--- src/rtl/cordic_arbiter.sv ---
// Round-robin front end that shares one CORDIC vectoring pipeline between NREQ requesters.
// Tags ride a shift register that advances with the CORDIC enable; results leave through one output register.
module cordic_arbiter #(
    parameter int N    = 10,
    parameter int NREQ = 3,
    parameter int LAT  = 13,
    parameter int IDW  = 2
) (
    input  logic                   i_clk,
    input  logic                   i_rst_n,
    input  logic [NREQ-1:0]        i_req_valid,
    input  logic [NREQ*N-1:0]      i_req_x,
    input  logic [NREQ*N-1:0]      i_req_y,
    output logic [NREQ-1:0]        o_req_ready,
    output logic signed [N-1:0]    o_cordic_x,
    output logic signed [N-1:0]    o_cordic_y,
    output logic                   o_cordic_en,
    input  logic signed [8:0]      i_cordic_angle,
    output logic                   o_res_valid,
    output logic [IDW-1:0]         o_res_id,
    output logic signed [8:0]      o_res_angle,
    input  logic                   i_res_ready,
    output logic                   o_busy
);

    logic [LAT-1:0]     vld_q, vld_d;
    logic [IDW-1:0]     id_q [LAT];
    logic [IDW-1:0]     id_d [LAT];
    logic [IDW-1:0]     ptr_q, ptr_d;
    logic               res_valid_q, res_valid_d;
    logic [IDW-1:0]     res_id_q, res_id_d;
    logic signed [8:0]  res_angle_q, res_angle_d;

    logic               stall;
    logic               found;
    logic               grant;
    logic [IDW-1:0]     gnt_idx;
    logic [IDW-1:0]     sel;
    logic [IDW-1:0]     cand;
    logic [IDW:0]       sum;

    // Arbitration: first valid requester at or after the pointer, wrapping modulo NREQ.
    always_comb begin
        stall   = res_valid_q & ~i_res_ready & vld_q[LAT-1];
        found   = 1'b0;
        gnt_idx = '0;
        sum     = '0;
        cand    = '0;
        for (int i = 0; i < NREQ; i++) begin
            sum = {1'b0, ptr_q} + (IDW+1)'(i);
            if (sum >= (IDW+1)'(NREQ)) begin
                sum = sum - (IDW+1)'(NREQ);
            end
            cand = sum[IDW-1:0];
            if (!found && i_req_valid[cand]) begin
                found   = 1'b1;
                gnt_idx = cand;
            end
        end
        grant       = found & ~stall;
        sel         = grant ? gnt_idx : '0;
        o_req_ready = '0;
        if (grant) begin
            o_req_ready[gnt_idx] = 1'b1;
        end
        o_cordic_x = i_req_x[N-1:0];
        o_cordic_y = i_req_y[N-1:0];
        for (int k = 1; k < NREQ; k++) begin
            if (sel == IDW'(k)) begin
                o_cordic_x = i_req_x[k*N +: N];
                o_cordic_y = i_req_y[k*N +: N];
            end
        end
        o_cordic_en = ~stall;
    end

    // Tag pipe moves in lockstep with the CORDIC; the output register pops and pushes in one cycle.
    always_comb begin
        vld_d = vld_q;
        id_d  = id_q;
        ptr_d = ptr_q;
        if (!stall) begin
            vld_d   = {vld_q[LAT-2:0], grant};
            id_d[0] = gnt_idx;
            for (int k = 1; k < LAT; k++) begin
                id_d[k] = id_q[k-1];
            end
        end
        if (grant) begin
            ptr_d = (gnt_idx == IDW'(NREQ-1)) ? '0 : gnt_idx + 1'b1;
        end
        res_valid_d = res_valid_q;
        res_id_d    = res_id_q;
        res_angle_d = res_angle_q;
        if (!res_valid_q || i_res_ready) begin
            res_valid_d = vld_q[LAT-1];
            res_id_d    = id_q[LAT-1];
            res_angle_d = i_cordic_angle;
        end
    end

    always_ff @(posedge i_clk) begin
        id_q <= id_d;
        if (!i_rst_n) begin
            vld_q       <= '0;
            ptr_q       <= '0;
            res_valid_q <= 1'b0;
            res_id_q    <= '0;
            res_angle_q <= '0;
        end else begin
            vld_q       <= vld_d;
            ptr_q       <= ptr_d;
            res_valid_q <= res_valid_d;
            res_id_q    <= res_id_d;
            res_angle_q <= res_angle_d;
        end
    end

    assign o_res_valid = res_valid_q;
    assign o_res_id    = res_id_q;
    assign o_res_angle = res_angle_q;
    assign o_busy      = (|vld_q) | res_valid_q;

endmodule

--- config.mk ---
export PLATFORM = sky130hd
export DESIGN_NAME = cordic_arbiter
export DESIGN_NICKNAME = d
export VERILOG_FILES = /design/src/rtl/cordic_arbiter.sv
export SDC_FILE = /design/constraint.sdc
export NUM_CORES = 1
export LEC_CHECK = 0
export ABC_AREA = 1
export CORE_MARGIN = 10
export CORE_UTILIZATION = 43
export CTS_CLUSTER_DIAMETER = 100
export DETAILED_ROUTE_END_ITERATION = 8
export HOLD_SLACK_MARGIN = 0.15
export PLACE_DENSITY = 0.81
export SLEW_MARGIN = 40
export SYNTH_ARGS = -nofsm -noshare
export SYNTH_HDL_FRONTEND = slang
export SYNTH_SLANG_ARGS = --single-unit
--- constraint.sdc ---
create_clock -name i_clk -period 3.3 [get_ports i_clk]
set_input_delay 0.825 -clock i_clk [delete_from_list [all_inputs] [get_ports i_clk]]
set_output_delay 0.825 -clock i_clk [all_outputs]
set_load 0.02 [all_outputs]
Word level (Yosys, flattened, before mapping) --
Cells that the tools add are included.
Cells by class: reduce and logical (&&, ||, !) cells 8, add/subtract/negate cells 6, eq/ne operators 3, bitwise operators 6, magnitude comparators 8, multiplexer cells 24
Operators by type and width (count):
- $mux W10 | 4
- $mux W2 | 8
- $reduce_or A13 Y1 | 1
- $lt A2 B3 Y1 const B | 4
- $mux W1 | 7
- $bmux W1 S2 | 3
- $ge A3 B2 Y1 const B | 2
- $sub A2 B2 Y2 const B | 3
- $eq A2 B2 Y1 const B | 2
- $add A2 B1 Y3 const B | 1
- $add A2 B2 Y3 const B | 1
- $and A1 B1 Y1 | 3
- $logic_and A1 B1 Y1 | 3
- $logic_not A1 Y1 | 3
- $mux W3 | 1
- $add A2 B1 Y2 const B | 1
- $demux W1 S2 | 1
- $eq A2 B1 Y1 const B | 1
- $ge A2 B1 Y1 const B | 1
- $ge A2 B2 Y1 const B | 1
- $not A1 Y1 | 2
- $logic_or A1 B1 Y1 | 1
- $or A1 B1 Y1 | 1
Storage, ports and cells: logic and storage cells 73, input port bits 75, register bits 53, output and inout port bits 37

Logic depth before layout (Yosys ltp) --
depth after elaboration 16, gate-level depth with buffers 16, mapped depth without buffers 15

Worst setup path after synthesis --
No wires, ideal clock.
path type input port to output port, start point input i_res_ready, end point output o_cordic_en, stages on the path 5, required time 2475 ps, data arrival time 2188 ps, buffers on the path 1, slack 287 ps, cell sequence nor2_1 > inv_2 > nor2_1 > inv_1 > clkbuf_1
On the way: cells in the longest elaborated chain, start to end 4
RTL lines:
- start, declared | RTL line 22 | input logic i_res_ready,
- $not A1 Y1 | RTL line 44 | stall = res_valid_q & ~i_res_ready & vld_q[LAT-1];
- $and A1 B1 Y1 (2 in a row) | RTL line 44
- $not A1 Y1 | RTL line 74 | o_cordic_en = ~stall;
- end, declared | RTL line 17 | output logic o_cordic_en,
No other way between the ends.

Worst setup path after layout --
start point input i_req_valid[2], end point output o_cordic_x[0]
On the way: elaborated cells on any way between the ends 22, those cells by class 2 x eq/ne; 15 x mux; 1 x bitwise; 4 x reduce/logical
RTL lines:
- start, declared | RTL line 11 | input logic [NREQ-1:0] i_req_valid,
- $bmux W1 S2 | RTL line 55 | if (!found && i_req_valid[cand]) begin
- $mux W1 (implied by the code) | RTL line 55
- $mux W1 | RTL line 55
- $logic_not A1 Y1 | RTL line 55
- $logic_and A1 B1 Y1 | RTL line 55
- $mux W1 | RTL line 55
- $logic_not A1 Y1 | RTL line 55
- $logic_and A1 B1 Y1 | RTL line 55
- $mux W2 (*) | RTL line 55
- net gnt_idx[1] | RTL line 37 | logic [IDW-1:0] gnt_idx;
- $mux W2 (*) | RTL line 61 | sel = grant ? gnt_idx : '0;
- $eq A2 B1 Y1 | RTL line 69 | if (sel == IDW'(k)) begin
- $mux W10 | RTL line 69
- $mux W10 (*) | RTL line 69
- end, declared | RTL line 15 | output logic signed [N-1:0] o_cordic_x,
The timed path passes the listed nets; every way through them passes the cells marked *. The select of a mux whose other input is x is not followed.

==> impl_metrics.toml <==
[place]
port_buffers = 111
post-place-cells = 528
dp_slack_ps = -674
place.gp.congestion = 0.877
dp_hpwl_mm = 6.12

[pwr]
peakVddDrop_uv = 719
p_per_area_mw_per_mm2 = 1020
power.leakage_nw = 2.04

[global_route]
antenna_found_initial = 0
grt_max_degree = 39
grtUsageTotal_pct = 16.5
grt_pass1_vias = 2785
grt_pass1_wl_mm = 13.6
overflow = 0

[clocking]
cts_max_level = 2
clkTransAtPathRegs_ps = 90
cts_tree = "yes"
root_buffer = "clkbuf_8"
clock_latency_ps = 300
cts_made_buffers = 5
cts.sinks = 53
cts_buffer_depth = 2

[final_layout]
syn2layout_area_growth_pct = 65.6
final_cells = 549
diodes = 0
final_common_cell = "clkdlybuf4s50_1"
fin_nets = 552
layout-drive-gt1-share_pct = 24.1
n_fill_cell = 428
layout_common_cells = "clkdlybuf4s50_1 (84), nand2_1 (49), nand3_1 (45)"
final_core_util_pct = 74.1

[flow_run]
maxCapViolCount = 0

[setup_path]
cp-end-kind = "primary output"
path_class = "in2out"
rrSetupSlack_ps = 1240
start_kind = "input port"
worstPathMaxFanout = 8
required_ps = 2470
cp.arrival_ps = 2440

[timing]
hold_viol = 0
setup_ws_ps = 30.4
rsz0062_at_grt = "yes"
hold-worst-slack_ps = 420
setup_viol = 0
finalCritPeriodShare_pct = 99.1
tightest_slew_ps = 656
maxSlewViolCount = 0
worst_clock_skew_ps = 7.48
min_period_ps = 3270
max-slew-margin-rel_pct = 56.1
fmax_mhz = 306

[detailed_routing]
wirelength_met1_mm = 3.23
drt_iter0_markers = 93
highest_layer = "met4"
wl_mm = 8.90
vias = 2802
drc = 0
via_per_inst = 5.10
wl_met2_mm = 4.21
wl_met3_mm = 1.30
first_pass_iters = 4
wl_per_cell_um = 16.2
ant_nets = 0

[die]
rows = 28
die_w_um = 98.9
start_util_pct = 44.7
ioPinCount = 112
die_h_um = 98.9
core_area_mm2 = 0.00599
dieArea_mm2 = 0.00979

[synthesis]
yosysWarnings = 0
yosysUniqueCellTypes = 21
ys_ff_latch = 53
synth_cells = 337
synth_top_area_share_pct = 29.1
syn_area_mm2 = 0.00268
ys_seq_area_share_pct = 49.3
synth_area_leaders = "edfxtp_1 (29%), dfxtp_1 (20%), nand3_1 (9.3%)"
synth_area_per_cell_um2 = 7.95
synth_top_area_cell = "edfxtp_1"
syn_nets = 416

[run_status]
status = "finished clean"

[worst_hold_path]
hold_class = "reg2reg"
[per-layer routing]
layer,global-route usage [%],up-vias
li1,-,1371
met1,16.8,1277
met2,27.4,139
met3,11.1,15
met4,3.75,0
met5,0,-
[critical path, cell delays in order]
cell and delay [ps]:
clkdlybuf4s15_1 170, inv_2 70, o21ai_4 160, nand2_4 90
nand3_1 110, nand3_2 110, nand2_2 120, inv_2 60
nand3_4 100, clkinv_4 70, bufbuf_16 270, nand2_1 50
nand2_1 80, buf_6 140
[cell type report]
class | instances | area [µm²] | share of cell area [%]
clock buffer | 6 | 72.6 | 1.64
sequential | 53 | 1320 | 29.8
tap | 75 | 93.8 | 2.11
inverter | 44 | 173 | 3.89
timing repair buffer | 147 | 1530 | 34.4
multi-input combinational | 222 | 1230 | 27.8
clock inverter | 2 | 13.8 | 0.310
[final timing paths]
| kind | endpoint | depth (start not counted) | from |
|---|---|---|---|
| worst min-delay path | id_q[6]$_DFFE_PN_ | 0 | id_q[8]$_DFFE_PN_ |
| worst max register to register | ptr_q[0]$_SDFFE_PN0P_ | 15 | ptr_q[0]$_SDFFE_PN0P_ |
| worst min register to register | id_q[6]$_DFFE_PN_ | 0 | id_q[8]$_DFFE_PN_ |
| worst max-delay path | o_cordic_x[0] | 14 | i_req_valid[2] |
[registers in the layout (all words and copies together) (netlist names)]
signal	flops
id_q	26
vld_q	13
o_res_angle	9
o_res_id	2
ptr_q	2
o_res_valid	1
[cells by family after synthesis]
family                     share of synthesized area (%)
and+or+nand+nor                                     26.8
buffers and inverters                               9.80
AOI/OAI and AO/OA                                   12.3
DFF                                                 49.3
adders and majority gates                           1.87
[repair_timing]
item | in CTS | in global routing
setup buffers | 4 | 5
resized for setup | 129 | 62
endpoints found under the setup margin | 24 | 23
hold buffers | 0 | 0
pin swaps | 14 | 18
cloned | 4 | 0
[through the flow]
step           cell area, µm²  total power, mW  TNS [ps]
2_1_floorplan            2680             2.37         0
3_3_place_gp             4010             3.60    -13180
3_5_place_dp             4010             3.61    -14400
4_1_cts                  4260             4.12         0
5_1_grt                  4440             4.80     -1040
6_report                 4440             4.53         0
[Yosys cell counts]
master and n:
nand3_2 3, buf_4 6, dfxtp_1 27, o21bai_1 20, nor3_1 1, o21ai_1 1, nand4_1 2, a21oi_2 1
inv_2 8, inv_1 36, buf_2 6, ha_1 4, a21oi_1 10, nor2_1 41, edfxtp_1 26, nand2_1 59
o21ai_0 23, clkbuf_1 6, nor4_1 2, nand2_2 5, nand3_1 50
[power breakdown]
group	internal (mW)	switching (mW)
Clock	0.151	0.200
Sequential	0.870	0.0491
Combinational	1.54	1.72
No activity file was read; power rests on OpenSTA's default activity.
